<file path="src/rtl/uart_rx_frame_capture.sv">
// 8E1 UART receiver with 16x oversampling, selectable baud, error flags and a
// 4-byte history of good bytes (newest in the low byte) for a display driver.
module uart_rx_frame_capture #(
  parameter int unsigned CLK_HZ    = 100_000_000,
  parameter int unsigned BUF_BYTES = 4
) (
  input  logic        clk,
  input  logic        reset,
  input  logic [2:0]  baud_select,
  input  logic        Rx_EN,
  input  logic        RxD,
  output logic [7:0]  Rx_DATA,
  output logic        Rx_VALID,
  output logic        Rx_PERROR,
  output logic        Rx_FERROR,
  output logic [31:0] buf_word,
  output logic [2:0]  byte_count
);

  typedef enum logic [2:0] {IDLE, START, DATA, PARITY, STOP} state_t;

  // Rounded divisor for a 16x tick; folds to a constant per baud code.
  function automatic logic [31:0] div_of(input int unsigned baud);
    return 32'((CLK_HZ + 8 * baud) / (16 * baud));
  endfunction

  state_t      state, state_n;
  logic        rx_s1, rx_s2, rx_prev;
  logic [2:0]  baud_lat;
  logic [31:0] div_val, div_cnt;
  logic [3:0]  tick_cnt, mid_tgt;
  logic [2:0]  bit_cnt;
  logic [7:0]  shreg;
  logic        par_err;
  logic        tick, mid, start_go;

  always_comb begin
    div_val = div_of(115200);
    case (baud_lat)
      3'd0: div_val = div_of(300);
      3'd1: div_val = div_of(1200);
      3'd2: div_val = div_of(4800);
      3'd3: div_val = div_of(9600);
      3'd4: div_val = div_of(19200);
      3'd5: div_val = div_of(38400);
      3'd6: div_val = div_of(57600);
      default: div_val = div_of(115200);
    endcase
  end

  // Start bit is sampled half a bit in; every later sample is one bit apart.
  assign tick    = (div_cnt == div_val - 32'd1);
  assign mid_tgt = (state == START) ? 4'd7 : 4'd15;
  assign mid     = tick && (tick_cnt == mid_tgt);

  always_ff @(posedge clk or posedge reset) begin
    if (reset) state <= IDLE;
    else       state <= state_n;
  end

  always_comb begin
    state_n  = state;
    start_go = 1'b0;
    if (!Rx_EN) begin
      state_n = IDLE;
    end else begin
      case (state)
        IDLE:    if (rx_prev && !rx_s2) begin state_n = START; start_go = 1'b1; end
        START:   if (mid) state_n = rx_s2 ? IDLE : DATA;
        DATA:    if (mid && bit_cnt == 3'd7) state_n = PARITY;
        PARITY:  if (mid) state_n = STOP;
        STOP:    if (mid) state_n = IDLE;
        default: state_n = IDLE;
      endcase
    end
  end

  always_ff @(posedge clk or posedge reset) begin
    if (reset) begin
      rx_s1      <= 1'b1;
      rx_s2      <= 1'b1;
      rx_prev    <= 1'b1;
      baud_lat   <= 3'd0;
      div_cnt    <= 32'd0;
      tick_cnt   <= 4'd0;
      bit_cnt    <= 3'd0;
      shreg      <= 8'h00;
      par_err    <= 1'b0;
      Rx_DATA    <= 8'h00;
      Rx_VALID   <= 1'b0;
      Rx_PERROR  <= 1'b0;
      Rx_FERROR  <= 1'b0;
      buf_word   <= 32'h0;
      byte_count <= 3'd0;
    end else begin
      rx_s1    <= RxD;
      rx_s2    <= rx_s1;
      rx_prev  <= rx_s2;
      Rx_VALID <= 1'b0;
      if (start_go) baud_lat <= baud_select;
      // Counters are pinned to zero while idle so each frame starts in phase.
      if (state == IDLE) begin
        div_cnt  <= 32'd0;
        tick_cnt <= 4'd0;
        bit_cnt  <= 3'd0;
      end else if (tick) begin
        div_cnt  <= 32'd0;
        tick_cnt <= mid ? 4'd0 : tick_cnt + 4'd1;
      end else begin
        div_cnt  <= div_cnt + 32'd1;
      end
      if (Rx_EN && mid) begin
        case (state)
          START: if (!rx_s2) begin Rx_PERROR <= 1'b0; Rx_FERROR <= 1'b0; end
          DATA: begin
            shreg   <= {rx_s2, shreg[7:1]};
            bit_cnt <= bit_cnt + 3'd1;
          end
          PARITY: par_err <= (^shreg) ^ rx_s2;
          STOP: begin
            if (!par_err && rx_s2) begin
              Rx_DATA  <= shreg;
              Rx_VALID <= 1'b1;
              buf_word <= {buf_word[23:0], shreg};
              if (byte_count != 3'(BUF_BYTES)) byte_count <= byte_count + 3'd1;
            end else begin
              Rx_PERROR <= par_err;
              Rx_FERROR <= !rx_s2;
            end
          end
          default: ;
        endcase
      end
    end
  end

endmodule

</file>
<file path="config.mk">
export PLATFORM = sky130hd
export DESIGN_NAME = uart_rx_frame_capture
export DESIGN_NICKNAME = d
export VERILOG_FILES = /design/src/rtl/uart_rx_frame_capture.sv
export SDC_FILE = /design/constraint.sdc
export NUM_CORES = 1
export LEC_CHECK = 0
export ABC_CLOCK_PERIOD_IN_PS = 3250
export CAP_MARGIN = 25
export CORE_ASPECT_RATIO = 1.5
export CORE_MARGIN = 1
export CORE_UTILIZATION = 52
export DETAILED_ROUTE_END_ITERATION = 10
export GPL_TIMING_DRIVEN = 0
export PLACE_DENSITY = 0.85
export SYNTH_ARGS = -nofsm -noshare
export SYNTH_HDL_FRONTEND = slang
export SYNTH_SLANG_ARGS = --single-unit
</file>
<file path="constraint.sdc">
create_clock -name clk -period 3.25 [get_ports clk]
set_input_delay 0.65 -clock clk [delete_from_list [all_inputs] [get_ports clk]]
set_output_delay 0.65 -clock clk [all_outputs]
set_load 0.02 [all_outputs]
</file>
==> impl_results.md, run 1 <==
- Leak: 2.59 nW
- Initial DRT Pass Iterations: 4
- Max VDD drop: 0.332 mV
- Finished Layout Cells: roughly 640
- Via count: 3658
- Crit path max-delay cell type: dfrtp_2
- Post-synth EDFFs: 0
- Status: completed
- GRT Overall Usage: approximately 23%
- Req. time, crit path: 3.49 ns
- # H-tree levels: 3
- Final Max Slew Viols: 0
- Detailed Route Iter0 Violations: roughly 150
- Critical path's most frequent cell: buf_6
- Overall Power: ~2.9 mW
- Root Buffer Master: clkbuf_16
- Area contributors post-synth: dfrtp_1, mux2_4, xnor2_1
- RSZ-0062 raised after global routing: yes
- Register area share after synthesis: 46.8%
- Die Wd: 82.8 um
- Comb pwr share: between 20 and 25%
- TritonCTS clock tree: yes
- Max-cap viol count: 0
- Number of input and output port buffers inserted: between 50 and 60
- Yosys top cell by area: dfrtp_1
- Psw: 879 uW
- Clock insertion delay at the later pin of the skew report: 0.35 ns
- Int Power: 1.98 mW
- # DRC: 0
- Gpl congestion: 0.862
- Overflow after GRT: 0
- Mapped Avg Cell Area: 11.1 sq um
- Initial Utilization: 54.4%
- Drt via density: 5.69
- Syn-to-layout area delta: 20.8%
- Synthesized cell area: ~0.0051 sq mm
- Maximum clock frequency: ~320 MHz
- Setup TNS: 0 ns
- Crit end category: register
- Ant. Diodes: 0
- CP startpoint kind: register
- Yosys reg bits: 95
- Crit-path max cell delay: 0.45 ns
- Switching Share: 30.8%
- Ys async rst share: 100%
- Share of cells above drive strength 1: a little over a fifth
- Wire per inst: 17.1 um
- Setup CP Type: register to register
- Core area: 0.00936 sq mm
- Largest net degree at the start of global routing: 50
- Reg clk slew, reported paths: 0.07 ns
- Post-synth top flop: dfrtp_1
- CTS Hold Buffers Added: 0
- Initial antenna violation count: 0
- Maximum clock insertion buffer count: 2
- Worst Path Arrival: 3.39 ns
- Final setup vio count: 0
- CP bufs+invs: 4
- Top cell type's share of synthesized area: 45.2%
- Relative slew slack: 58.0%
- Clk sinks: 95
- YS warnings: 0
- Synth cell count leaders: dfrtp_1, nor2_1, nand2_1
- Tightest Pin Transition: 0.629 ns
- Critical path's top delay family: buffers and inverters
- R2r setup slk: 0.10 ns
- Die height: 123 um
- Worst Skew: 0.00804 ns
- Post-synth cell types: 63
- Final wirelength: roughly 11000 um
- NumNets Final: 540
- Tmin final: 3.15 ns
- Cell count after placement: 624
- Pwr/cell area: 464 mW/mm^2
- CP max FO: 10
- Post-detailed-route count of antenna-violating nets: 0
- Mapped Nets: 474
- Total CTS buffers: 9
- Worst hold slack: about 0.36 ns
- First-pass GRT wire length: around 19000 um
- Rows: 43
- Pre-CTS WS: -0.285 ns
- Crit share post-route: between 90% and 100%
- Gate Count Post-Synth: between 400 and 500
- Final hold violation count: 0
- Die ar.: 0.0102 sq mm
- Vias in the first global route: 3832
- Clock power share: 37.2%
- Reg power frac: approximately 43%
- Worst setup margin: approximately 0.1 ns
- Critical-path cell list: buf_6 > xnor2_2 > xnor2_1 > ha_2 > or2_2 > o311ai_1 > a2111o_1 > or2_1 > buf_6 > nor4_4 > buf_6 > buf_12 > mux2_4
- Hold crit path type: register to register
- Cell with the most instances after synthesis: dfrtp_1
- Top-Level Pins: 53
- Hpwl dp: 7610 um
[area by class of cell]
class                           count  area [sq um]
Clock buffer                        9           225
Clock inverter                      7          78.8
Sequential cell                    95          2380
Fill cell                         686          3210
Tap cell                          112           140
Buffer                             33           249
Multi-Input combinational cell    314          2440
Inverter                           17          66.3
Timing Repair Buffer               56           572
[through the flow]
stage,area (sq um),util (%)
floorplan,5090,-
global placement,5740,61.3
detailed placement,5770,61.7
CTS,6150,65.7
global route,6150,65.7
finish,6150,65.7
[layout by cell type (no fill, tap or decap), types with 3 or more instances in the layout]
master	n
nor4_2	4
nor4bb_1	4
ha_1	6
mux2_4	30
dfrtp_1	91
xnor2_1	28
and3_1	3
nor2_1	54
inv_8	4
mux2i_1	6
a21oi_1	3
o21ai_0	5
clkbuf_1	11
clkdlybuf4s50_1	51
inv_1	16
or3_1	4
nor2b_1	4
nand3_1	16
nand2_1	32
a211oi_1	5
nand4_1	9
buf_12	3
clkbuf_16	9
nor3_1	6
xor2_1	17
buf_6	5
mux2_2	17
nor4_1	8
buf_4	14
or4_1	5
dfstp_2	3
[power groups by stage]
| stage | clock network (mW) | logic [mW] | registers, mW |
|---|---|---|---|
| after CTS | 1.08 | 0.573 | 1.21 |
| after floorplan | 0 | 0.428 | 1.23 |
| after global routing | 1.13 | 0.627 | 1.22 |
| after global placement | 0 | 0.523 | 1.24 |
| final | 1.06 | 0.576 | 1.22 |
| after detailed placement | 0 | 0.543 | 1.24 |
[cells by family after synthesis]
logic type               synth area share [%]
buffers and inverters                    5.85
flip-flops                               46.8
multiplexers                             14.0
XOR/XNOR                                 7.91
AND/OR/NAND/NOR                          18.2
AO/OA/AOI/OAI                            5.38
adder cells (fa/ha/maj)                  1.92
[sequential cells by signal (all words and copies together), names as in the netlist, 3 cells and up]
signal / cells
Rx_DATA: 7
baud_lat: 3
bit_cnt: 3
buf_word: 25
byte_count: 3
div_cnt: 32
shreg: 8
state: 3
tick_cnt: 4
[worst reg2reg max path: cells and delay by family (launching register included)]
| kind | cells | cell delay [ns] |
|---|---|---|
| muxes | 1 | 0.31 |
| and+or+nand+nor | 3 | 0.63 |
| buffers and inverters | 4 | 0.64 |
| AOI/OAI and AO/OA | 2 | 0.43 |
| xor gates and xnor gates | 2 | 0.36 |
| adders and majority gates | 1 | 0.21 |
| DFF | 1 | 0.45 |
[final timing paths]
path / startpoint / depth (start not counted) / endpoint
setup / recovery: baud_lat[1] / 13 / buf_word[13]
hold / removal: rx_s1 / 0 / rx_s2
setup reg to reg: baud_lat[1] / 13 / buf_word[13]
hold reg to reg: rx_s1 / 0 / rx_s2
max in group asynchronous: reset / 3 / baud_lat[1]
min in group asynchronous: reset / 2 / div_cnt[9]
[what timing repair did]
| action | CTS | global route |
|---|---|---|
| gates resized for setup | 9 | 5 |
| endpoints found under the setup margin | 79 | 78 |
| pin swaps | 4 | 1 |
| setup buffers | 4 | 0 |
[layer usage]
metal	share of wire, %	vias to the layer above	GRT usage (%)
met2	54	80	41.0
met1	41	1836	27.3
li1	-	1727	-
met5	0	-	0
met3	2.9	15	4.27
met4	2.0	0	8.41
Power figures use the tool's default switching activity.
==> run 2: changes to the inputs <==
CORE_UTILIZATION = 36   (was 52)
PLACE_DENSITY = 0.65   (was 0.85)
==> run 2 against run 1 <==
Register-to-register slack improved by 0.096 ns. Non-clock buffer count increased by 3. Largest cell class unchanged. Sequential share of layout area decreased by 0.57 points. Combinational power increased by 6.4%. Setup slack improved by 0.096 ns. Clock-buffer cell count unchanged. Largest power group unchanged.
==> impl_results.md, run 2 (same netlist as run 1, synthesis figures left out) <==
- Pwr/cell area: 461 mW/mm^2
- Root Buffer Master: clkbuf_16
- Clk sinks: 95
- Maximum clock frequency: 328 MHz
- Vias in the first global route: 3597
- Initial DRT Pass Iterations: 4
- Final Max Slew Viols: 0
- Share of cells above drive strength 1: around a fifth
- Status: completed
- Leak: 2.60 nW
- Max FFs per register: 32
- # H-tree levels: 3
- Top-Level Pins: 53
- Tightest Pin Transition: 0.600 ns
- Total CTS buffers: 9
- Commonest non-fill, non-tap cell in the layout: dfrtp_1
- Overflow after GRT: 0
- Gpl congestion: 0.832
- Relative slew slack: 59.6%
- Final wirelength: 10300 um
- Clock insertion delay at the later pin of the skew report: 0.34 ns
- Worst Path Arrival: 3.28 ns
- Critical-path cell list: buf_6 > buf_6 > nand2_1 > o21bai_1 > ha_2 > buf_4 > buf_4 > o21ai_0 > nand3_1 > o211ai_1 > nand2_1 > nor4_4 > buf_6 > buf_12 > mux2_4
- Max-cap viol count: 0
- # DRC: 0
- Number of input and output port buffers inserted: 51
- Post-detailed-route count of antenna-violating nets: 0
- Final setup vio count: 0
- Worst Skew: between 0.007 and 0.008 ns
- Max VDD drop: 0.305 mV
- Tmin final: around 3.1 ns
- Reg clk slew, reported paths: ~0.070 ns
- Commonest non-fill, non-tap cells in the layout: dfrtp_1, nor2_1, clkdlybuf4s50_1
- Largest net degree at the start of global routing: 67
- Overall Power: ~2.9 mW
- CTS Hold Buffers Added: 0
- Initial antenna violation count: 0
- TritonCTS clock tree: yes
- Global Route met1 Usage: a little under a fifth
- First-pass GRT wire length: 17500 um
- Final hold violation count: 0
- Req. time, crit path: 3.48 ns
- Met3 Resource Use GR: 2.79%
- Ant. Diodes: 0
- Post-route cell area: 0.00625 sq mm
- Die ar.: 0.0146 sq mm
- Initial Utilization: 37.3%
- Wire per inst: 14.8 um
- Core area: 0.0137 sq mm
- Die height: 148 um
- Crit end category: register
- Layout fillers: approximately 1300
- Via count: 3579
- Reg with most FFs: div_cnt
- Detailed Route Iter0 Violations: 182
- Register area: 0.00238 sq mm
- CP startpoint kind: register
- Drt via density: 5.14
- Rows: 52
- Crit-path max cell delay: just over 0.4 ns
- RSZ-0062 raised after global routing: no
- Area of the multi-input gates: around 0.0024 sq mm
- Hpwl dp: about 7500 um
- Critical path's most frequent cell: buf_6
- Crit path max-delay cell type: dfrtp_1
- Maximum clock insertion buffer count: 2
- Setup CP Type: register to register
- GR met2 Demand/Resource: a little over a quarter
- Syn-to-layout area delta: 22.7%
- Top Usage Layer GRT: met2
- NumNets Final: between 500 and 600
- Cell Area, Placed: 0.00584 sq mm
- Crit share post-route: between 90% and 100%
- Regs by FF count: div_cnt (32), buf_word (25), shreg (8)
- Hold crit path type: register to register
- Die Wd: 99.1 um
- CP max FO: 10
- Worst hold slack: ~0.36 ns
- GRT Overall Usage: 14.8%
==> run 2: changes by cell type in the layout (fill, tap and decap cells not counted), sizes merged <==
cell / previous run / this run
buf: 25 / 28
==> run 2: metrics by stage <==
stage               TNS [ns]  std cells  worst slack (ns)  util [%]
finish                     0        696             0.198      45.7
global placement     -134.80        673             -1.36      42.5
floorplan                  0        460            0.0775         -
detailed placement    -13.90        674            -0.300      42.7
CTS                        0        693            0.0421      45.2
global route               0        696            0.0180      45.7
==> run 2: layout make-up <==
type,count,area share (%)
Buffer,33,4.07
Clock buffer,9,3.61
Clock inverter,7,1.18
Inverter,17,1.06
Multi-Input combinational cell,314,39.2
Sequential cell,95,38.1
Tap cell,162,3.25
Timing Repair Buffer,59,9.52
==> run 2: worst max-delay path, delay by kind of cell (launching register included) <==
kind                     cells  cell delay (ns)
buffers and inverters        6             0.87
AND/OR/NAND/NOR              4             0.79
flip-flops                   1             0.41
AO/OA/AOI/OAI                3             0.35
multiplexers                 1             0.30
adder cells (fa/ha/maj)      1             0.20
==> run 2: per-layer routing <==
layer,vias up,wire length (um)
li1,1733,-
met3,16,347
met4,0,136
met1,1749,4550
met2,81,5270
met5,-,0
==> run 2: timing repair <==
item,CTS,global route
pin swaps,3,2
setup endpoints to repair,78,74
resized for setup,5,9
setup buffers,4,3
gates cloned,0,0
hold endpoints to repair,0,0
==> run 2: path summary, 6_finish.rpt <==
check,start,endpoint,slack (ns),cells past startpoint
worst min register to register,rx_s1,rx_s2,0.36,0
worst min-delay path,rx_s1,rx_s2,0.36,0
min in group asynchronous,reset,buf_word[23],0.65,2
worst max-delay path,baud_lat[2],Rx_DATA[1],0.20,15
worst max register to register,baud_lat[2],Rx_DATA[1],0.20,15
max in group asynchronous,reset,rx_prev,1.90,3
==> run 2: power breakdown <==
part / switching, mW / total, mW / internal, mW
Combinational: 0.359 / 0.613 / 0.254
Clock: 0.507 / 1.05 / 0.546
Sequential: 0.0146 / 1.21 / 1.20
